### config.mk
export PLATFORM = sky130hd
export DESIGN_NAME = tx_symbol_scheduler
export DESIGN_NICKNAME = d
export VERILOG_FILES = /design/src/rtl/tx_symbol_scheduler.sv
export SDC_FILE = /design/constraint.sdc
export NUM_CORES = 1
export LEC_CHECK = 0
export ABC_AREA = 1
export CORE_MARGIN = 10
export CORE_UTILIZATION = 45
export CTS_CLUSTER_SIZE = 24
export DETAILED_ROUTE_END_ITERATION = 12
export GPL_ROUTABILITY_DRIVEN = 0
export HOLD_SLACK_MARGIN = 0.1
export PLACE_DENSITY = 0.74
export SYNTH_ARGS = -nofsm -noshare
export SYNTH_HDL_FRONTEND = slang
export SYNTH_SLANG_ARGS = --single-unit
### constraint.sdc
create_clock -name clk_i -period 1.29 [get_ports clk_i]
set_input_delay 0.387 -clock clk_i [delete_from_list [all_inputs] [get_ports clk_i]]
set_output_delay 0.387 -clock clk_i [all_outputs]
set_load 0.02 [all_outputs]
### src/rtl/tx_symbol_scheduler.sv
// Transmit symbol scheduler feeding an 8b/10b encoder.
// It emits one symbol per clock. Each symbol comes from one of four sources:
// - packet data bytes from an upstream ready/valid source,
// - periodic SKP ordered sets (COM followed by SKP_COUNT SKP symbols),
// - on-request TS1 ordered sets (16 symbols),
// - logical idle (0x00).
// SKP and TS1 are only inserted at packet boundaries. SKP outranks TS1.
module tx_symbol_scheduler #(
  parameter int unsigned SKP_INTERVAL = 1180,
  parameter int unsigned SKP_COUNT    = 3
) (
  input  logic       clk_i,
  input  logic       rst_i,
  input  logic       tx_valid_i,
  input  logic [7:0] tx_data_i,
  input  logic       tx_last_i,
  output logic       tx_ready_o,
  input  logic       ts_req_i,
  input  logic [7:0] link_num_i,
  input  logic [7:0] lane_num_i,
  input  logic [7:0] n_fts_i,
  output logic       ts_done_o,
  output logic [7:0] sym_o,
  output logic       sym_k_o,
  output logic       underflow_o
);

  localparam logic [1:0] ST_IDLE = 2'd0;
  localparam logic [1:0] ST_DATA = 2'd1;
  localparam logic [1:0] ST_SKP  = 2'd2;
  localparam logic [1:0] ST_TS1  = 2'd3;

  localparam logic [7:0] SYM_COM    = 8'hBC;
  localparam logic [7:0] SYM_SKP    = 8'h1C;
  localparam logic [7:0] SYM_TS1_ID = 8'h4A;
  localparam logic [7:0] SYM_RATE   = 8'h02;
  localparam logic [7:0] SYM_IDLE   = 8'h00;

  localparam logic [11:0] SKP_WRAP = 12'(SKP_INTERVAL - 1);
  localparam logic [3:0]  SKP_LAST = 4'(SKP_COUNT);
  localparam logic [3:0]  TS1_LAST = 4'd15;

  logic [1:0]  state_q, state_d;
  logic [3:0]  idx_q, idx_d;
  logic [7:0]  link_q, link_d;
  logic [7:0]  lane_q, lane_d;
  logic [7:0]  nfts_q, nfts_d;
  logic [11:0] skp_cnt_q, skp_cnt_d;
  logic        skp_pending_q, skp_pending_d;
  logic [7:0]  sym_q, sym_d;
  logic        sym_k_q, sym_k_d;
  logic        ts_done_q, ts_done_d;
  logic        underflow_q, underflow_d;

  logic skp_wrap;
  logic sel_skp;
  logic sel_ts1;

  // The arbitration decisions are only taken while IDLE, so an ordered set can never split a packet.
  assign sel_skp = (state_q == ST_IDLE) && skp_pending_q;
  assign sel_ts1 = (state_q == ST_IDLE) && !skp_pending_q && ts_req_i;

  // Free-running SKP interval counter. The pending flag holds at most one outstanding SKP set.
  always_comb begin
    skp_wrap      = (skp_cnt_q == SKP_WRAP);
    skp_cnt_d     = skp_wrap ? 12'd0 : skp_cnt_q + 12'd1;
    skp_pending_d = skp_pending_q;
    if (skp_wrap) begin
      skp_pending_d = 1'b1;
    end else if (sel_skp) begin
      skp_pending_d = 1'b0;
    end
  end

  // Upstream handshake. In IDLE, ready is withheld while an ordered set is about to be chosen.
  always_comb begin
    tx_ready_o = 1'b0;
    case (state_q)
      ST_IDLE: tx_ready_o = !skp_pending_q && !ts_req_i;
      ST_DATA: tx_ready_o = 1'b1;
      default: tx_ready_o = 1'b0;
    endcase
  end

  // Next-state logic and selection of the symbol registered for the next cycle.
  always_comb begin
    state_d     = state_q;
    idx_d       = idx_q;
    link_d      = link_q;
    lane_d      = lane_q;
    nfts_d      = nfts_q;
    sym_d       = SYM_IDLE;
    sym_k_d     = 1'b0;
    ts_done_d   = 1'b0;
    underflow_d = 1'b0;
    case (state_q)
      ST_IDLE: begin
        if (sel_skp) begin
          sym_d   = SYM_COM;
          sym_k_d = 1'b1;
          idx_d   = 4'd1;
          state_d = ST_SKP;
        end else if (sel_ts1) begin
          sym_d   = SYM_COM;
          sym_k_d = 1'b1;
          idx_d   = 4'd1;
          link_d  = link_num_i;
          lane_d  = lane_num_i;
          nfts_d  = n_fts_i;
          state_d = ST_TS1;
        end else if (tx_valid_i) begin
          sym_d   = tx_data_i;
          state_d = tx_last_i ? ST_IDLE : ST_DATA;
        end
      end
      ST_DATA: begin
        if (tx_valid_i) begin
          sym_d = tx_data_i;
          if (tx_last_i) begin
            state_d = ST_IDLE;
          end
        end else begin
          // Starved mid-packet: fill with a zero data symbol and flag it.
          underflow_d = 1'b1;
        end
      end
      ST_SKP: begin
        sym_d   = SYM_SKP;
        sym_k_d = 1'b1;
        if (idx_q == SKP_LAST) begin
          idx_d   = 4'd0;
          state_d = ST_IDLE;
        end else begin
          idx_d = idx_q + 4'd1;
        end
      end
      ST_TS1: begin
        case (idx_q)
          4'd1:    sym_d = link_q;
          4'd2:    sym_d = lane_q;
          4'd3:    sym_d = nfts_q;
          4'd4:    sym_d = SYM_RATE;
          4'd5:    sym_d = 8'h00;
          default: sym_d = SYM_TS1_ID;
        endcase
        if (idx_q == TS1_LAST) begin
          ts_done_d = 1'b1;
          idx_d     = 4'd0;
          state_d   = ST_IDLE;
        end else begin
          idx_d = idx_q + 4'd1;
        end
      end
      default: begin
        state_d = ST_IDLE;
        idx_d   = 4'd0;
      end
    endcase
  end

  // State and output registers. Reset abandons any sequence in flight.
  always_ff @(posedge clk_i) begin
    if (rst_i) begin
      state_q       <= ST_IDLE;
      idx_q         <= 4'd0;
      link_q        <= 8'h00;
      lane_q        <= 8'h00;
      nfts_q        <= 8'h00;
      skp_cnt_q     <= 12'd0;
      skp_pending_q <= 1'b0;
      sym_q         <= SYM_IDLE;
      sym_k_q       <= 1'b0;
      ts_done_q     <= 1'b0;
      underflow_q   <= 1'b0;
    end else begin
      state_q       <= state_d;
      idx_q         <= idx_d;
      link_q        <= link_d;
      lane_q        <= lane_d;
      nfts_q        <= nfts_d;
      skp_cnt_q     <= skp_cnt_d;
      skp_pending_q <= skp_pending_d;
      sym_q         <= sym_d;
      sym_k_q       <= sym_k_d;
      ts_done_q     <= ts_done_d;
      underflow_q   <= underflow_d;
    end
  end

  assign sym_o       = sym_q;
  assign sym_k_o     = sym_k_q;
  assign ts_done_o   = ts_done_q;
  assign underflow_o = underflow_q;

endmodule

==> impl_metrics.py <==
metrics = {
    "sta": {
        "min_period_ps": 1440,
        "slew_violations": 0,
        "tightest_slew_ps": 486,
        "hold_violations": 0,
        "fmax_mhz": 697,
        "rsz0062_at_grt": "true",
        "worst_slack_ps": -146,
        "period_share_pct": 111,
        "max_slew_margin_pct": 67.6,
        "whs_ps": 457,
        "skew_ps": 12.5,
        "setup_viol": 36,
    },
    "cts": {
        "cts_max_level": 2,
        "clk_path_buf_depth": 2,
        "clk_pin_slew_worst_paths_ps": 90,
        "clkSinkCount": 54,
        "clockRootBuffer": "clkbuf_8",
        "cts-buffers-inserted": 5,
        "clkLatencyLatePin_ps": 310,
        "cts_tree": "yes",
        "postCtsHoldBufs": 0,
    },
    "power": {
        "ir_worst_vdd_uv": 941,
        "comb_power_share_pct": 53.0,
        "power.density_mw_per_mm2": 1650,
        "p_switching_uw": 2720,
        "switching_share_pct": 39.2,
        "clkPwrFrac_pct": 16.4,
        "p_int_uw": 4210,
        "p_leak_uw": 0.00162,
        "seq_power_share_pct": 30.6,
    },
    "place": {
        "dp_cells": 480,
        "numPortBuffers": 48,
        "dpl_worst_slack_ps": -886,
        "dpl.hpwl_um": 5090,
        "place_area_mm2": 0.00332,
    },
    "final_layout": {
        "nFillCells": 344,
        "drive_gt1_share_pct": 47.7,
        "mostFrequentLayoutCells": "61 x nand2_1, 43 x dfxtp_1, 35 x clkdlybuf4s50_1",
        "final_core_util_pct": 76.1,
        "antenna_cells": 0,
        "regArea_mm2": 0.00110,
        "finalNetCount": 477,
        "design_area_mm2": 0.00419,
        "final_cells": 508,
        "layout_commonest_cell": "nand2_1",
        "syn2layout_area_growth_pct": 65.0,
        "multi_input_area_mm2": 0.00179,
    },
    "status": {
        "status": "complete, but fails checks",
        "failed_checks": "setup timing",
    },
    "synth": {
        "syn_nets": 380,
        "synth_seq_cells": 54,
        "syn_area_per_cell_um2": 7.51,
        "synthTopCellsByArea": "dfxtp_1 43%, nand2_1 12%, nand3_1 6.7%",
        "yosys_warnings": 0,
        "synth_top_cell_area_share_pct": 42.6,
        "ys_types": 30,
        "synth_area_leader_cell": "dfxtp_1",
        "yosysSeqAreaShare_pct": 42.6,
        "syn_area_mm2": 0.00254,
        "synth_cells": 338,
    },
    "setup_path": {
        "arrival_ps": 1050,
        "worstSetupPathType": "in2out",
        "slowest_stage": "clkdlybuf4s15_2",
        "required_ps": 900,
        "cp-end-kind": "primary output",
        "startpoint_type": "input pin",
        "cp_cell_sequence": "clkdlybuf4s15_2 > nor2_4 > nand2_2 > nand2_4 > buf_6",
        "max_stage_delay_ps": 230,
        "crit_path_max_fanout": 3,
    },
    "route": {
        "drt_iter0_drc": 179,
        "viasPerCell": 5.60,
        "route.detailed.drc": 0,
        "dr_total_vias": 2843,
        "detail-route-antenna-nets": 0,
        "detail_route.first_pass.iterations": 5,
        "routed_wl_um": 9360,
        "wl_per_cell_um": 18.4,
    },
    "floorplan": {
        "placementRows": 27,
        "start_util_pct": 46.1,
        "die_width_um": 95.1,
        "ioPinCount": 49,
        "die_h_um": 95.1,
        "coreArea_mm2": 0.00551,
        "dieArea_mm2": 0.00905,
    },
    "global_routing": {
        "grt_max_degree": 25,
        "first_global_vias": 2641,
        "grt_overflow": 0,
        "grt_pass1_wl_um": 12200,
        "antenna_found_initial": 0,
        "track_usage_pct": 16.7,
    },
    "hold_path": {
        "min_path_type": "reg2reg",
    },
    "flow_run": {
        "drv_cap": 0,
    },
}
## cell usage after synthesis
cell,instances
nor2_8,1
xor2_1,4
nor3_1,6
xnor2_1,1
o21ai_1,9
o211ai_1,3
nand2_4,1
a21oi_2,11
nand2_2,9
buf_6,3
nand2_1,81
inv_2,9
nand3_1,34
inv_1,25
ha_1,5
nor2_4,1
nor2_2,5
nor2_1,21
o21a_1,2
nand2_8,1
o21ai_0,4
buf_2,3
dfxtp_1,54
a32oi_1,1
clkbuf_1,5
nand4_1,5
a21oi_1,30
nor4_1,1
a31oi_1,2
buf_8,1
## cells by family after synthesis
| group | Yosys count | share of synthesized area [%] |
|---|---|---|
| buffers and inverters | 46 | 8.28 |
| AND/OR/NAND/NOR | 166 | 30.4 |
| flip-flops | 54 | 42.6 |
| adder cells (fa/ha/maj) | 5 | 2.46 |
| AO/OA/AOI/OAI | 62 | 14.6 |
| XOR/XNOR | 5 | 1.72 |
## power by group through the flow
stage	logic (uW)	clock network, uW	registers (uW)
after detailed placement	2150	0	2080
after floorplan	1250	0	2160
final	3670	1130	2120
after CTS	2950	1130	2070
after global placement	2110	0	2070
after global routing	3840	1190	2140
## layer usage
layer | vias to the layer above | global-route usage [%] | part of all wire, %
li1 | 1304 | - | -
met1 | 1347 | 19.3 | 38
met2 | 150 | 29.0 | 51
met3 | 42 | 3.06 | 5.3
met4 | 0 | 7.98 | 5.5
met5 | - | 0 | 0
## flip-flops by register name (all words and copies together), names as in the netlist
register       cells
idx_q              4
lane_q             8
link_q             8
nfts_q             8
skp_cnt_q         12
skp_pending_q      1
state_q            2
sym_k_o            1
sym_o              8
ts_done_o          1
underflow_o        1
## layout make-up
| class | count | area share [%] |
|---|---|---|
| Multi-Input combinational cell | 241 | 42.6 |
| Clock buffer | 7 | 1.82 |
| Inverter | 34 | 3.29 |
| Sequential cell | 54 | 26.3 |
| Tap cell | 72 | 2.15 |
| Timing Repair Buffer | 99 | 23.1 |
| Clock inverter | 1 | 0.717 |
## worst paths after layout
path | startpoint | endpoint | slack, ps | cells past startpoint
setup / recovery | ts_req_i | tx_ready_o | -150 | 5
hold / removal | skp_cnt_q[0] | skp_cnt_q[0] | 460 | 1
setup reg to reg | idx_q[0] | sym_o[3] | -140 | 7
hold reg to reg | skp_cnt_q[0] | skp_cnt_q[0] | 460 | 1
## repair_timing
action | CTS | global route
gates resized for setup | 88 | 111
buffers inserted | 9 | 9
pin swaps | 22 | 52
gates cloned | 4 | 1
setup endpoints to repair | 60 | 53
## through the flow
step	TNS, ps	power [uW]
2_1_floorplan	0	3410
3_3_place_gp	-16650	4180
3_5_place_dp	-17570	4230
4_1_cts	-965	6140
5_1_grt	-4610	7160
6_report	-1960	6930
## critical path, delay by kind of cell
kind / cells / cell delay [ps]
buffers and inverters: 2 / 340
AND/OR/NAND/NOR: 3 / 320
Note: power is estimated with default switching activity, not from simulation.
